<file path="src/rtl/row_seq_ctrl.sv">
// rtl/row_seq_ctrl.sv - job sequencer for a weight-stationary MAC row
//
// Purpose:
//   Runs one job per start request: streams col weight words into the row
//   (KLOAD), lets the load wavefront reach the last tile (KWAIT), issues len
//   activation vectors (EXEC), waits for every result to leave the last tile
//   (DRAIN) and signals completion (DONE).
//
// Ports:
//   clk        in   1        sole clock, rising edge
//   reset      in   1        asynchronous, active-high
//   start      in   1        job request, sampled only in IDLE
//   mode       in   1        1 = 4-bit, 0 = 2-bit; captured on accepted start
//   len        in   cnt_bw   execute vector count; captured on accepted start
//   w_avail    in   1        weight source holds a valid word
//   act_avail  in   1        activation source holds a valid word
//   row_valid  in   col      per-tile valid bits from the MAC row
//   w_rd       out  1        weight pop strobe
//   act_rd     out  1        activation pop strobe
//   inst_w     out  inst_bw  row instruction: [2] mode, [1] exec, [0] kload
//   psum_wr    out  1        output psum buffer write strobe
//   busy       out  1        state is not IDLE
//   done       out  1        one-cycle job-complete pulse

module row_seq_ctrl #(
  parameter int col     = 8,
  parameter int inst_bw = 3,
  parameter int cnt_bw  = 8
) (
  input  logic               clk,
  input  logic               reset,
  input  logic               start,
  input  logic               mode,
  input  logic [cnt_bw-1:0]  len,
  input  logic               w_avail,
  input  logic               act_avail,
  input  logic [col-1:0]     row_valid,
  output logic               w_rd,
  output logic               act_rd,
  output logic [inst_bw-1:0] inst_w,
  output logic               psum_wr,
  output logic               busy,
  output logic               done
);

  typedef enum logic [2:0] {
    S_IDLE,
    S_KLOAD,
    S_KWAIT,
    S_EXEC,
    S_DRAIN,
    S_DONE
  } state_t;

  localparam logic [cnt_bw-1:0] LP_ONE       = cnt_bw'(1);
  localparam logic [cnt_bw-1:0] LP_LAST_TILE = cnt_bw'(col - 1);

  state_t            r_state;
  state_t            w_state_nxt;

  logic              r_mode_q;
  logic [cnt_bw-1:0] r_len_q;
  logic [cnt_bw-1:0] r_ld_cnt;   // weight loads issued
  logic [cnt_bw-1:0] r_wt_cnt;   // cycles spent in KWAIT
  logic [cnt_bw-1:0] r_tx_cnt;   // execute vectors issued
  logic [cnt_bw-1:0] r_rx_cnt;   // results written to the psum buffer

  logic [2:0]        w_inst;
  logic              w_busy;
  logic              w_psum;
  logic [cnt_bw:0]   w_rx_sum;
  logic              w_rx_done;
  logic              w_unused_rv;

  // Only the last tile's valid bit marks a finished result; the other
  // tiles' bits are part of the row interface but carry no meaning here.
  assign w_unused_rv = ^row_valid[col-2:0];

  assign w_busy = (r_state != S_IDLE);

  // Results are only counted while a job is live. DONE is excluded so the
  // completion cycle keeps every strobe quiet.
  assign w_psum = row_valid[col-1] & w_busy & (r_state != S_DONE);

  // One extra bit so a same-cycle increment at the top of the counter range
  // still compares correctly against len_q.
  assign w_rx_sum  = {1'b0, r_rx_cnt} + {{cnt_bw{1'b0}}, w_psum};
  assign w_rx_done = (w_rx_sum >= {1'b0, r_len_q});

  // State register
  always_ff @(posedge clk or posedge reset) begin
    if (reset) begin
      r_state <= S_IDLE;
    end else begin
      r_state <= w_state_nxt;
    end
  end

  // Next-state and per-state outputs
  always_comb begin
    w_state_nxt = r_state;
    w_rd        = 1'b0;
    act_rd      = 1'b0;
    w_inst      = 3'b000;
    done        = 1'b0;

    case (r_state)
      S_IDLE: begin
        if (start) begin
          w_state_nxt = S_KLOAD;
        end
      end

      S_KLOAD: begin
        // A cycle without a weight word is a bubble: no kload, no pop.
        w_rd   = w_avail;
        w_inst = {r_mode_q, 1'b0, w_avail};
        if (w_avail && (r_ld_cnt == LP_LAST_TILE)) begin
          w_state_nxt = S_KWAIT;
        end
      end

      S_KWAIT: begin
        w_inst = {r_mode_q, 2'b00};
        if (r_wt_cnt == LP_LAST_TILE) begin
          w_state_nxt = (r_len_q != '0) ? S_EXEC : S_DONE;
        end
      end

      S_EXEC: begin
        // EXEC is only entered with len_q != 0, so len_q - 1 cannot wrap.
        act_rd = act_avail;
        w_inst = {r_mode_q, act_avail, 1'b0};
        if (act_avail && (r_tx_cnt == (r_len_q - LP_ONE))) begin
          w_state_nxt = S_DRAIN;
        end
      end

      S_DRAIN: begin
        w_inst = {r_mode_q, 2'b00};
        if (w_rx_done) begin
          w_state_nxt = S_DONE;
        end
      end

      S_DONE: begin
        w_inst      = {r_mode_q, 2'b00};
        done        = 1'b1;
        w_state_nxt = S_IDLE;
      end

      default: begin
        w_state_nxt = S_IDLE;
      end
    endcase
  end

  always_comb begin
    inst_w      = '0;
    inst_w[2:0] = w_inst;
  end

  assign psum_wr = w_psum;
  assign busy    = w_busy;

  // Job parameters and counters
  always_ff @(posedge clk or posedge reset) begin
    if (reset) begin
      r_mode_q <= 1'b0;
      r_len_q  <= '0;
      r_ld_cnt <= '0;
      r_wt_cnt <= '0;
      r_tx_cnt <= '0;
      r_rx_cnt <= '0;
    end else if (r_state == S_IDLE) begin
      // mode/len are only looked at here, so changes mid-job are harmless.
      if (start) begin
        r_mode_q <= mode;
        r_len_q  <= len;
        r_ld_cnt <= '0;
        r_wt_cnt <= '0;
        r_tx_cnt <= '0;
        r_rx_cnt <= '0;
      end
    end else begin
      if (w_rd) begin
        r_ld_cnt <= r_ld_cnt + LP_ONE;
      end
      if (r_state == S_KWAIT) begin
        r_wt_cnt <= r_wt_cnt + LP_ONE;
      end
      if (act_rd) begin
        r_tx_cnt <= r_tx_cnt + LP_ONE;
      end
      if (w_psum) begin
        r_rx_cnt <= r_rx_cnt + LP_ONE;
      end
    end
  end

endmodule

</file>
<file path="config.mk">
export PLATFORM = sky130hd
export DESIGN_NAME = row_seq_ctrl
export DESIGN_NICKNAME = d
export VERILOG_FILES = /design/src/rtl/row_seq_ctrl.sv
export SDC_FILE = /design/constraint.sdc
export NUM_CORES = 1
export LEC_CHECK = 0
export ABC_CLOCK_PERIOD_IN_PS = 6800
export BUFFER_PORTS_ARGS = -buffer_cell sky130_fd_sc_hd__buf_2
export CAP_MARGIN = 15
export CORE_MARGIN = 1.5
export CORE_UTILIZATION = 45
export DETAILED_ROUTE_END_ITERATION = 10
export MAX_ROUTING_LAYER = met4
export PLACE_DENSITY = 0.73
export SYNTH_ARGS = -nofsm -noshare
export SYNTH_HDL_FRONTEND = slang
export SYNTH_SLANG_ARGS = --single-unit
</file>
<file path="constraint.sdc">
create_clock -name clk -period 6.8 [get_ports clk]
set_input_delay 0.68 -clock clk [delete_from_list [all_inputs] [get_ports clk]]
set_output_delay 0.68 -clock clk [all_outputs]
set_load 0.005 [all_outputs]
</file>
# == Word-level counts from Yosys, hierarchy flattened ==
# Index checks and enable logic that the tools add are counted.
# W data, S select, Z words.
# op_classes
magnitude_cmp,1
add_sub_neg,6
muxes,20
n_eq_ne,14
reduce_logical,16
bitwise_logic,2
# op_table
op,n
$mux W8,9
$add A8 B1 Y8 const B,4
$mux W3,6
$eq A8 B3 Y1 const B,2
$pmux W3 S5,1
$ne A2 B2 Y1 const B,5
$reduce_and A2 Y1,5
$add A8 B1 Y9,1
$ge A9 B8 Y1,1
$pmux W3 S3,1
$eq A8 B8 Y1,1
$reduce_bool A2 Y1,4
$reduce_bool A8 Y1,1
$sub A8 B1 Y8 const B,1
$eq A3 B2 Y1 const B,2
$eq A3 B3 Y1 const B,2
$reduce_and A5 Y1,1
$eq A3 B1 Y1 const B,1
$logic_not A3 Y1,1
$mux W1,3
$ne A3 B3 Y1 const B,1
$reduce_bool A3 Y1,1
$reduce_or A3 Y1,1
$and A1 B1 Y1,2
$logic_and A1 B1 Y1,2
# totals
regBits,44
input_bits,22
elab_cells,66
out_inout_bits,8

# == Logic depth before layout (Yosys ltp) ==
# depth
depth_word,7
mapped_depth,15
ltp_nobuf,14

# == Worst setup path after synthesis ==
# OpenSTA, ideal clock, no wires.
# synth_timing
path_type,reg-to-reg
start,register r_state[0]
end,register r_state[2]
setup_time_ps,119
arrival_time_ps,2745
stages_incl_launch_ff,16
period_less_slack_ps,2864
t_required_ps,6681
path_buffers,1
path_slack_ps,3936
path_cell_list,dfrtp_1 xor2_1 o21a_1 buf_4 ha_1 ha_1 nand2_1 nor2_1 xor2_1 ha_1 a21oi_1 o22ai_1 nor4_1 nand2_1 and4_1 a21bo_1
# synth_between
elab_chain_len,7
word_cells_on_any_way,18
classes_between,1 x add/sub; 1 x order compare; 10 x eq/ne; 1 x mux; 2 x bitwise; 3 x reduce/logical
# synth_lines
item,line,rtl
start: declaration,58,state_t r_state;
start signal: assignment,95,r_state <= w_state_nxt;
$reduce_bool A3 Y1,79,assign w_busy = (r_state != S_IDLE);
$and A1 B1 Y1,83,assign w_psum = row_valid[col-1] & w_busy & (r_state != S_DONE);
$and A1 B1 Y1 *,83,
named net psum_wr,41,"output logic psum_wr,"
$add A8 B1 Y9 *,87,"assign w_rx_sum = {1'b0, r_rx_cnt} + {{cnt_bw{1'b0}}, w_psum};"
$ge A9 B8 Y1 *,88,"assign w_rx_done = (w_rx_sum >= {1'b0, r_len_q});"
$ne A2 B2 Y1 (no source line) *,--,
$reduce_and A5 Y1 (no source line) *,--,
# Mark *: on every way through the listed nets, which the timed path passes. The rest lies on a longest branch.
# A chain may end at the register's enable or synchronous reset.

# == Worst setup path after layout ==
# layout_timing
start,register r_state[0]
end,register r_state[2]
# layout_between
elab_chain_len,7
word_cells_on_any_way,18
classes_between,1 x add/sub; 1 x order compare; 10 x eq/ne; 1 x mux; 2 x bitwise; 3 x reduce/logical
# layout_lines
item,line
$reduce_bool A3 Y1,79
$and A1 B1 Y1 (2 in a row),83
$add A8 B1 Y9,87
$ge A9 B8 Y1,88
$ne A2 B2 Y1 (no source line),--
$reduce_and A5 Y1 (no source line),--
# Several ways; a longest one is shown, not always the timed one.

==> reports/metrics.yaml <==
timing:
  rsz0062_at_grt: "no"
  worstMarginPinSlew_ns: 1.01
  setup_ws_ns: 3.31
  hold_viol_final: 0
  fin_skew_ns: 0.00588
  min_period_ns: 3.49
  finalSetupViolCount: 0
  relSlewSlack_pct: 31.4
  final-max-slew-violation-count: 0
  fin_crit_sh_pct: 51.4
  clock.fmax_mhz: 286
  setup_tns_ns: 0
cells_and_area:
  final_common_cell: "dfrtp_1"
  drive_above_1_share_pct: 14.4
  final_cell_mix: "44 x dfrtp_1, 31 x nor2_1, 26 x xor2_1"
  antenna_cells: 0
  final_nets: 341
  fillers: 534
  area_delta_synth_final_pct: 9.46
  stdcell_area_um2: 2940
  seqCellArea_um2: 1100
  multiInputGateArea_um2: 1470
  instances_no_fill: 377
floorplanning:
  die_h_um: 80.2
  ios: 30
  coreArea_um2: 5640
  dieArea_um2: 6440
  die_w_um: 80.2
  start_util_pct: 47.6
  rows: 27
route:
  vias: 2085
  final_antenna_net_count: 0
  viasPerCell: 5.53
  drt-total-wl_um: 5110
  wire_per_inst_um: 13.6
  drc_errors: 0
  drt-pass1-iter-count: 4
  drtIter0Drc: 123
global_route:
  grt_max_degree: 45
  grt_pass1_vias: 2043
  grt_overflow: 0
  antenna_found_initial: 0
  grtUsageTotal_pct: 18.9
  grt_first_pass_wirelength_um: 9230
place:
  place_hpwl_um: 3580
  post_dp_cell_area_um2: 2830
  gp_congestion: 0.822
  placed_cells: 369
  place.port_buffers: 22
  pre_cts_slack_ns: 3.39
critical_path:
  path_cells: "xor2_1 -> o21a_1 -> ha_1 -> ha_1 -> nand2_1 -> nor2_1 -> xor2_1 -> ha_1 -> a21oi_1 -> o22ai_1 -> nor4_1 -> nand2_1 -> and4_1 -> a21bo_1"
  crit_path_end_kind: "flop"
  r2r_start: "r_state[0]"
  worst-r2r-cell-count: 14
  max_stage_delay_ns: 0.70
  slowest_stage: "dfrtp_1"
  critPathMaxFanout: 16
  worstPathRequired_ns: 7.00
  worst_setup_path_start_kind: "flop"
  cp_common_cell: "ha_1"
  reg2reg_to: "r_state[2]"
  crit_arrival_ns: 3.69
  criticalPathCategory: "flop to flop"
  regToRegSetupSlack_ns: 3.31
worst_hold_path:
  min_from: "r_mode_q"
  whs_path_depth: 1
  min_path_type: "flop to flop"
  holdPathEnd: "r_mode_q"
cts:
  cts_sinks: 44
  clkLatencyLatePin_ns: 0.30
  clk_pin_slew_ns: 0.08
  cts_made_buffers: 5
  cts_resized: 0
  cts_max_path_buffers: 2
  postCtsSetupBuffers: 0
  htree_levels: 2
  root_buffer: "clkbuf_8"
  hold_buffers: 0
  cts_tree: "built"
synthesis:
  yosysWarnings: 0
  synth_seq_area_share_pct: 41.0
  netlist_instances: 287
  synth_cell_type_count: 49
  ys_ff_latch: 44
  synth.avg_cell_area_um2: 9.36
  netlist_area_um2: 2690
  synth_nets: 324
pwr:
  p_leak_nw: 1.36
  power_density_nw_per_um2: 381
  ir_drop_uv: 232
status:
  outcome: "finished, final reports clean"
run:
  drv_cap: 0
flip-flops by register name (all words and copies together), names as in the netlist:
| register | count |
|---|---|
| r_len_q | 8 |
| r_state | 3 |
| r_tx_cnt | 8 |
| r_rx_cnt | 8 |
| r_mode_q | 1 |
| r_wt_cnt | 8 |
| r_ld_cnt | 8 |
metal layers:
metal,vias up,track usage (%),part of all wire (%)
met5,-,-,0
met4,0,6.38,1.5
met3,6,3.75,2.5
met2,21,30.8,48
met1,1017,23.5,48
li1,1041,-,-
layout make-up:
type                       instances  share of cell area (%)
multi-input combinational        217                    49.9
tap                               72                    3.07
inverter                          11                    1.40
clock buffer                       6                    2.47
clock inverter                     2                    1.19
timing repair buffer              25                    4.51
sequential                        44                    37.5
how the worst max path moves through the flow:
stage                          start    endpoint  cells after the start
after floorplan           r_state[0]  r_state[2]                     15
after global placement    r_state[0]  r_state[2]                     14
after detailed placement  r_state[0]  r_state[2]                     14
after CTS                 r_state[0]  r_state[2]                     14
after global routing      r_state[0]  r_state[2]                     14
final                     r_state[0]  r_state[2]                     14
Yosys cell counts, drive strengths merged:
| master | instances | area share [%] |
|---|---|---|
| and3 | 5 | 1.2 |
| ha | 15 | 7.0 |
| nor4bb | 2 | 0.75 |
| o211ai | 2 | 0.75 |
| and4b | 1 | 0.37 |
| buf | 8 | 1.9 |
| and3b | 1 | 0.33 |
| or3 | 9 | 2.1 |
| o2111ai | 2 | 0.89 |
| o32a | 1 | 0.37 |
| mux2 | 5 | 2.1 |
| nor3b | 1 | 0.28 |
| o31ai | 3 | 0.84 |
| a41oi | 1 | 0.33 |
| nor4b | 2 | 1.2 |
| inv | 11 | 1.5 |
| nand4 | 13 | 3.0 |
| a31oi | 1 | 0.23 |
| xor2 | 26 | 8.5 |
| a211oi | 1 | 0.28 |
| and4 | 1 | 0.33 |
| mux2i | 1 | 0.37 |
| nor2 | 32 | 4.6 |
| xnor2 | 9 | 2.9 |
| o21a | 1 | 0.28 |
| or4 | 2 | 0.70 |
| nand3 | 14 | 2.6 |
| nand2 | 24 | 3.4 |
| o41ai | 1 | 0.33 |
| a21bo | 2 | 0.75 |
| nand2b | 4 | 0.93 |
| o22ai | 2 | 0.47 |
| dfrtp | 44 | 41 |
| nor2b | 1 | 0.23 |
| nor4 | 1 | 0.23 |
| o21ai | 18 | 3.4 |
| clkbuf | 7 | 0.98 |
| a21oi | 11 | 2.1 |
| a22o | 2 | 0.65 |
cells by family (layout without fill, tap and decap cells):
kind of cell               count (synthesis)  count (layout)  synth area share (%)
adders and majority gates                 15              15                  6.99
DFF                                       44              44                  41.0
muxes                                      6               6                  2.47
AOI/OAI and AO/OA                         48              48                  11.6
xor gates and xnor gates                  35              35                  11.4
buffers and inverters                     26              44                  4.38
and+or+nand+nor                          113             113                  22.2
critical path: cells and delay by family (launching register included):
family / cells / cell delay, ns
AND/OR/NAND/NOR: 5 / 0.81
AO/OA/AOI/OAI: 4 / 0.77
adder cells (fa/ha/maj): 3 / 0.73
flip-flops: 1 / 0.70
XOR/XNOR: 2 / 0.37
per-stage QoR:
step	hold slack, ns	power (W)	utilization, %
after detailed placement	0.483	0.000927	50.2
after global routing	0.536	0.00123	52.1
after CTS	0.503	0.00113	52.1
after global placement	0.479	0.000910	50.2
after floorplan	0.449	0.000824	-
final	0.490	0.00112	52.1
where the power goes:
group	internal (W)	switching, W
Clock	0.000109	0.0000875
Sequential	0.000339	0.000127
Combinational	0.000223	0.000234
Total	0.000671	0.000448
Power figures use the tool's default switching activity.
